File: config.mk
export PLATFORM = sky130hd
export DESIGN_NAME = div_8by4_seq
export DESIGN_NICKNAME = d
export VERILOG_FILES = /design/src/rtl/div_8by4_seq.sv
export SDC_FILE = /design/constraint.sdc
export NUM_CORES = 1
export LEC_CHECK = 0
export CAP_MARGIN = 10
export CORE_MARGIN = 4
export CORE_UTILIZATION = 52
export CTS_BUF_LIST = sky130_fd_sc_hd__clkbuf_16
export CTS_CLUSTER_DIAMETER = 200
export DETAILED_ROUTE_END_ITERATION = 8
export PLACE_DENSITY = 0.79
export SYNTH_ARGS = -nofsm -noshare
export SYNTH_HDL_FRONTEND = slang
export SYNTH_SLANG_ARGS = --single-unit
File: constraint.sdc
create_clock -name clk -period 2.16 [get_ports clk]
set_input_delay 0.432 -clock clk [delete_from_list [all_inputs] [get_ports clk]]
set_output_delay 0.432 -clock clk [all_outputs]
set_load 0.01 [all_outputs]
File: src/rtl/div_8by4_seq.sv
// div_8by4_seq -- sequential sign-magnitude 8-bit by 4-bit divider.
//
// Restoring division, one quotient bit per clock, MSB first. A request in
// IDLE latches the operands, RUN performs eight iterations, and DONE
// publishes the registered results with a one-cycle done pulse before
// returning to IDLE. Results hold until the next completed operation.
//
// Optional feature: define DIV_ZERO_CHECK_EN to detect a zero divisor at
// start. The divider then skips the iterations, reports q = 8'hFF, r = 0,
// both signs 0 and raises dz. Without the macro dz is tied low and a zero
// divisor simply runs the normal eight iterations.
//
// Reset is synchronous and active-high; it aborts any operation in flight.

module div_8by4_seq (
  input  logic       clk,
  input  logic       rst,
  input  logic [7:0] a,
  input  logic [3:0] b,
  input  logic       asign,
  input  logic       bsign,
  input  logic       start,
  output logic [7:0] q,
  output logic [3:0] r,
  output logic       qsign,
  output logic       rsign,
  output logic       busy,
  output logic       done,
  output logic       dz
);

  typedef enum logic [1:0] {
    IDLE = 2'd0,
    RUN  = 2'd1,
    DONE = 2'd2
  } state_t;

  state_t     state;

  // Working registers, loaded at start and private to the operation so that
  // operand inputs may change freely while RUN is in progress.
  logic [7:0] dvd;        // dividend, shifted left; bit 7 feeds the remainder
  logic [3:0] dvs;        // latched divisor magnitude
  logic       asign_l;    // latched dividend sign
  logic       bsign_l;    // latched divisor sign
  logic [3:0] prem;       // partial remainder between iterations (always < b)
  logic [7:0] quo;        // quotient bits collected MSB first
  logic [2:0] iter;       // iteration index 0..7

`ifdef DIV_ZERO_CHECK_EN
  logic       dz_pend;    // operation was started with a zero divisor
`endif

  // One restoring step. The shifted remainder is five bits wide; after the
  // conditional subtract the result is below the divisor, so four bits are
  // enough to carry it into the next step.
  logic [4:0] shifted;
  logic       ge;
  logic [3:0] diff;
  logic [3:0] next_prem;

  // Combinational iteration datapath: shift, compare, conditionally subtract.
  always_comb begin
    // NOTE: every always_comb output gets a value on every path (defaults
    // first) so no latch is inferred.
    shifted   = {prem, dvd[7]};
    ge        = 1'b0;
    diff      = 4'd0;
    next_prem = shifted[3:0];
    if (shifted >= {1'b0, dvs}) begin
      ge        = 1'b1;
      // The true difference is below 16 here, so a 4-bit subtract is exact.
      diff      = shifted[3:0] - dvs;
      next_prem = diff;
    end
  end

  // Control FSM, datapath registers and registered outputs in one process.
  always_ff @(posedge clk) begin
    // NOTE: sequential state uses non-blocking assignments only, so every
    // register samples the pre-edge values regardless of statement order.
    if (rst) begin
      state   <= IDLE;
      dvd     <= 8'd0;
      dvs     <= 4'd0;
      asign_l <= 1'b0;
      bsign_l <= 1'b0;
      prem    <= 4'd0;
      quo     <= 8'd0;
      iter    <= 3'd0;
      q       <= 8'd0;
      r       <= 4'd0;
      qsign   <= 1'b0;
      rsign   <= 1'b0;
      busy    <= 1'b0;
      done    <= 1'b0;
`ifdef DIV_ZERO_CHECK_EN
      dz_pend <= 1'b0;
      dz      <= 1'b0;
`endif
    end else begin
      // done is a single-cycle pulse; only DONE raises it.
      done <= 1'b0;

      case (state)
        IDLE: begin
          if (start) begin
            dvd     <= a;
            dvs     <= b;
            asign_l <= asign;
            bsign_l <= bsign;
            prem    <= 4'd0;
            quo     <= 8'd0;
            iter    <= 3'd0;
            busy    <= 1'b1;
            state   <= RUN;
`ifdef DIV_ZERO_CHECK_EN
            dz_pend <= (b == 4'd0);
            dz      <= 1'b0;
`endif
          end
        end

        RUN: begin
`ifdef DIV_ZERO_CHECK_EN
          if (dz_pend) begin
            // Zero divisor: no iterations, go straight to publishing.
            busy  <= 1'b0;
            state <= DONE;
          end else
`endif
          begin
            dvd  <= {dvd[6:0], 1'b0};
            quo  <= {quo[6:0], ge};
            prem <= next_prem;
            iter <= iter + 3'd1;
            if (iter == 3'd7) begin
              busy  <= 1'b0;
              state <= DONE;
            end
          end
        end

        DONE: begin
          done  <= 1'b1;
          state <= IDLE;
`ifdef DIV_ZERO_CHECK_EN
          if (dz_pend) begin
            q     <= 8'hFF;
            r     <= 4'h0;
            qsign <= 1'b0;
            rsign <= 1'b0;
            dz    <= 1'b1;
          end else
`endif
          begin
            q     <= quo;
            r     <= prem;
            // A zero magnitude is always reported as positive.
            qsign <= (asign_l ^ bsign_l) & (quo != 8'd0);
            rsign <= asign_l & (prem != 4'd0);
          end
        end

        default: begin
          busy  <= 1'b0;
          state <= IDLE;
        end
      endcase
    end
  end

`ifndef DIV_ZERO_CHECK_EN
  // Divide-by-zero detection is compiled out; the flag never rises.
  assign dz = 1'b0;
`endif

endmodule
==> metrics.cfg <==
[place]
io_port_bufs=32
detailedPlacementHpwl_mm=2.56
placement.setup.worst_slack_ps=201
gpl.final_weighted_congestion=0.797

[layout]
post_route_cells_drive_above_1_share=0.0726
nNetsFinal=271
diodes=0
areaGrowthSynthToFinish_pct=25.3

[logic_synthesis]
netlist_top_cells_area=dfxtp_1, mux2i_1, a21oi_1
synthDominantAreaCellType=dfxtp_1
leading_register_cell_type_out_of_synthesis=dfxtp_1
number_of_nets_in_the_synthesized_netlist=239
number_of_enable_type_register_cells_in_the_synthesized_netlist=0
synth.yosys.seq_area_share=0.474
postSynth.asyncResetShare=0
yosys.area.top_type_share=0.474
synth_area_um2=1980
synth_instances=215
post_synthesis_average_cell_area_um2=9.22
netlist_top_cells_count=dfxtp_1, nand2_1, nor2_1
synth_warnings=0
ys_types=37
yosysMostFrequentCell=dfxtp_1
ys_ff_latch=47

[clock_tree]
cts_inserted_buffers=5
cts_max_level=2
cts-resized-gates=0
cts_post_setup_buffers_inserted=0
tritoncts=done
ctsHoldBuffers=0
clock_path_buffers=2
clkSlewWorstSetupHoldPaths_ps=60
clk-insertion-delay-late_ps=280
clock_tree.root_cell=clkbuf_16
cts_sinks=47

[sta]
crit_path_setup_slack_layout_ps=196
clock.fmax_mhz=509
finalMaxSlewViolations=0
setup_repair_after_global_routing_missed_its_margin=false
final.setup.tns_ps=0
hold_slack_ps=452
timing.slew.headroom=0.587
fin_skew_ps=4.33
slew_at_the_pin_with_the_worst_max_slew_slack_ps=619
min_period_over_period=0.909
final-setup-viol-count=0
period_needed_ps=1960
final-hold-violation-count=0

[die]
io_pins=34
die_h_um=69.8
rows=22
initial_core_util=0.542
placeableCoreArea_um2=3660
fp.dieArea_um2=4870
floorplan.die.width_um=69.8

[route]
drt_first_pass_iters=4
routed_via_density=5.34
route.antenna.remaining_nets=0
drt-initial-drc-count=131
drcViolationCount=0
via_count=1581
routed_wl_mm=3.73
route.detailed.wl_per_inst_um=12.6

[hold_path]
hold_path.startpoint=q[0]
worstHoldEndpoint=q[0]
hold_depth=2
hold_path_class=reg -> reg

[critical_path]
crit-reg2reg-launch=prem[1]
regToRegSetupSlack_ps=200
critical_path_max_stage_delay_ps=480
crit_chain=ha_1, or2_2, a21oi_1, nor4b_1, nand3b_1
crit_path_top_delay_cell=a21oi_1
crit_type=reg -> reg
crit_arrival_ps=2130
worst_setup_path_end_kind=register
required_ps=2330
timing.reg2reg.worst_path_depth=5
critical_path_buf_inv_count=0
startpoint_type=register
r2r_end=prem[2]
cp_top_family=simple AND/OR/NAND/NOR gates
path_max_fanout=7

[power_and_ir_drop]
p_leak_uw=0.000967
power_density_nw_per_um2=764
vdd_ir_drop_max_uv=474

[global_route]
grt_pass1_wl_mm=6.45
first_global_vias=1427
globalRoute.totalOverflow=0
number_of_antenna_violations_at_the_first_check_in_global_routing=0
grt_start_max_net_pins=33
grtUsageTotal=0.165

[status]
run_status=completed

[run]
max-cap-violations=0

## per-layer routing
| layer | up-vias | GRT usage | part of all wire | wire (um) |
|---|---|---|---|---|
| met4 | 0 | 0.0638 | 0.018 | 69 |
| met2 | 45 | 0.264 | 0.46 | 1720 |
| li1 | 811 | - | - | - |
| met1 | 719 | 0.206 | 0.47 | 1740 |
| met3 | 6 | 0.0536 | 0.054 | 203 |
| met5 | - | 0 | 0 | 0 |
## tightest hold or removal path, stage by stage, from the launching register on
cell and delay, ps:
dfxtp_1 310, nand2_1 50, a21oi_1 50
## cells by family (layout without fill, tap and decap cells)
family                   Yosys count  count (layout)  share of synthesized area
XOR/XNOR                           2               2                    0.00883
adder cells (fa/ha/maj)            7               7                     0.0479
multiplexers                      11              11                     0.0555
flip-flops                        47              47                      0.474
AND/OR/NAND/NOR                   77              77                      0.182
AO/OA/AOI/OAI                     50              50                      0.184
other                              1               1                    0.00189
buffers and inverters             20              53                     0.0461
## registers in the layout, summed over array words and instances (netlist names), 2 cells and up
register and flops:
r 4, dvs 4, prem 4, dvd 8
state 2, iter 3, q 8, quo 8
## report_power, final
part | total [uW] | internal [uW] | switching, uW
Sequential | 931 | 902 | 29.0
Clock | 725 | 422 | 303
Combinational | 242 | 121 | 121
## per-stage QoR
step / instance area (um^2) / utilization / total power [uW] / std cells
after floorplan: 1980 / - / 1120 / 215
after detailed placement: 2340 / 0.640 / 1190 / 288
after global routing: 2480 / 0.679 / 1990 / 296
final: 2480 / 0.679 / 1900 / 296
after global placement: 2340 / 0.640 / 1180 / 288
after CTS: 2480 / 0.679 / 1920 / 296
## cell usage in the layout, fill, tap and decap left out, types with 2 or more instances in the layout
cell type	n
inv_1	8
or4b_1	2
buf_4	6
nor2_1	28
nand2_1	28
nor4_1	2
mux2i_1	11
a21oi_1	21
dfxtp_1	47
clkbuf_16	5
nand3b_1	2
nor2b_1	2
nand2b_1	4
a211oi_1	8
o211ai_1	3
a22o_1	10
nor2_2	2
clkdlybuf4s50_1	32
ha_1	6
nand3_1	2
## how the worst max path moves through the flow
stage,startpoint,endpoint,slack [ps],depth (start not counted)
2_1_floorplan,dvd[7],quo[0],450,6
3_3_place_gp,dvd[7],quo[0],300,6
3_5_place_dp,start,dvd[3],200,5
4_1_cts,prem[1],prem[2],220,5
5_1_grt,prem[1],prem[2],90,5
6_report,prem[1],prem[2],200,5
## final cells by class
| type | count | area [um^2] |
|---|---|---|
| fill | 297 | 1180 |
| multi-input combinational | 148 | 951 |
| sequential | 47 | 941 |
| timing repair buffer | 38 | 365 |
| clock buffer | 5 | 125 |
| tap | 48 | 60.1 |
| inverter | 7 | 26.3 |
| clock inverter | 3 | 16.3 |
No activity file was read; power rests on OpenSTA's default activity.
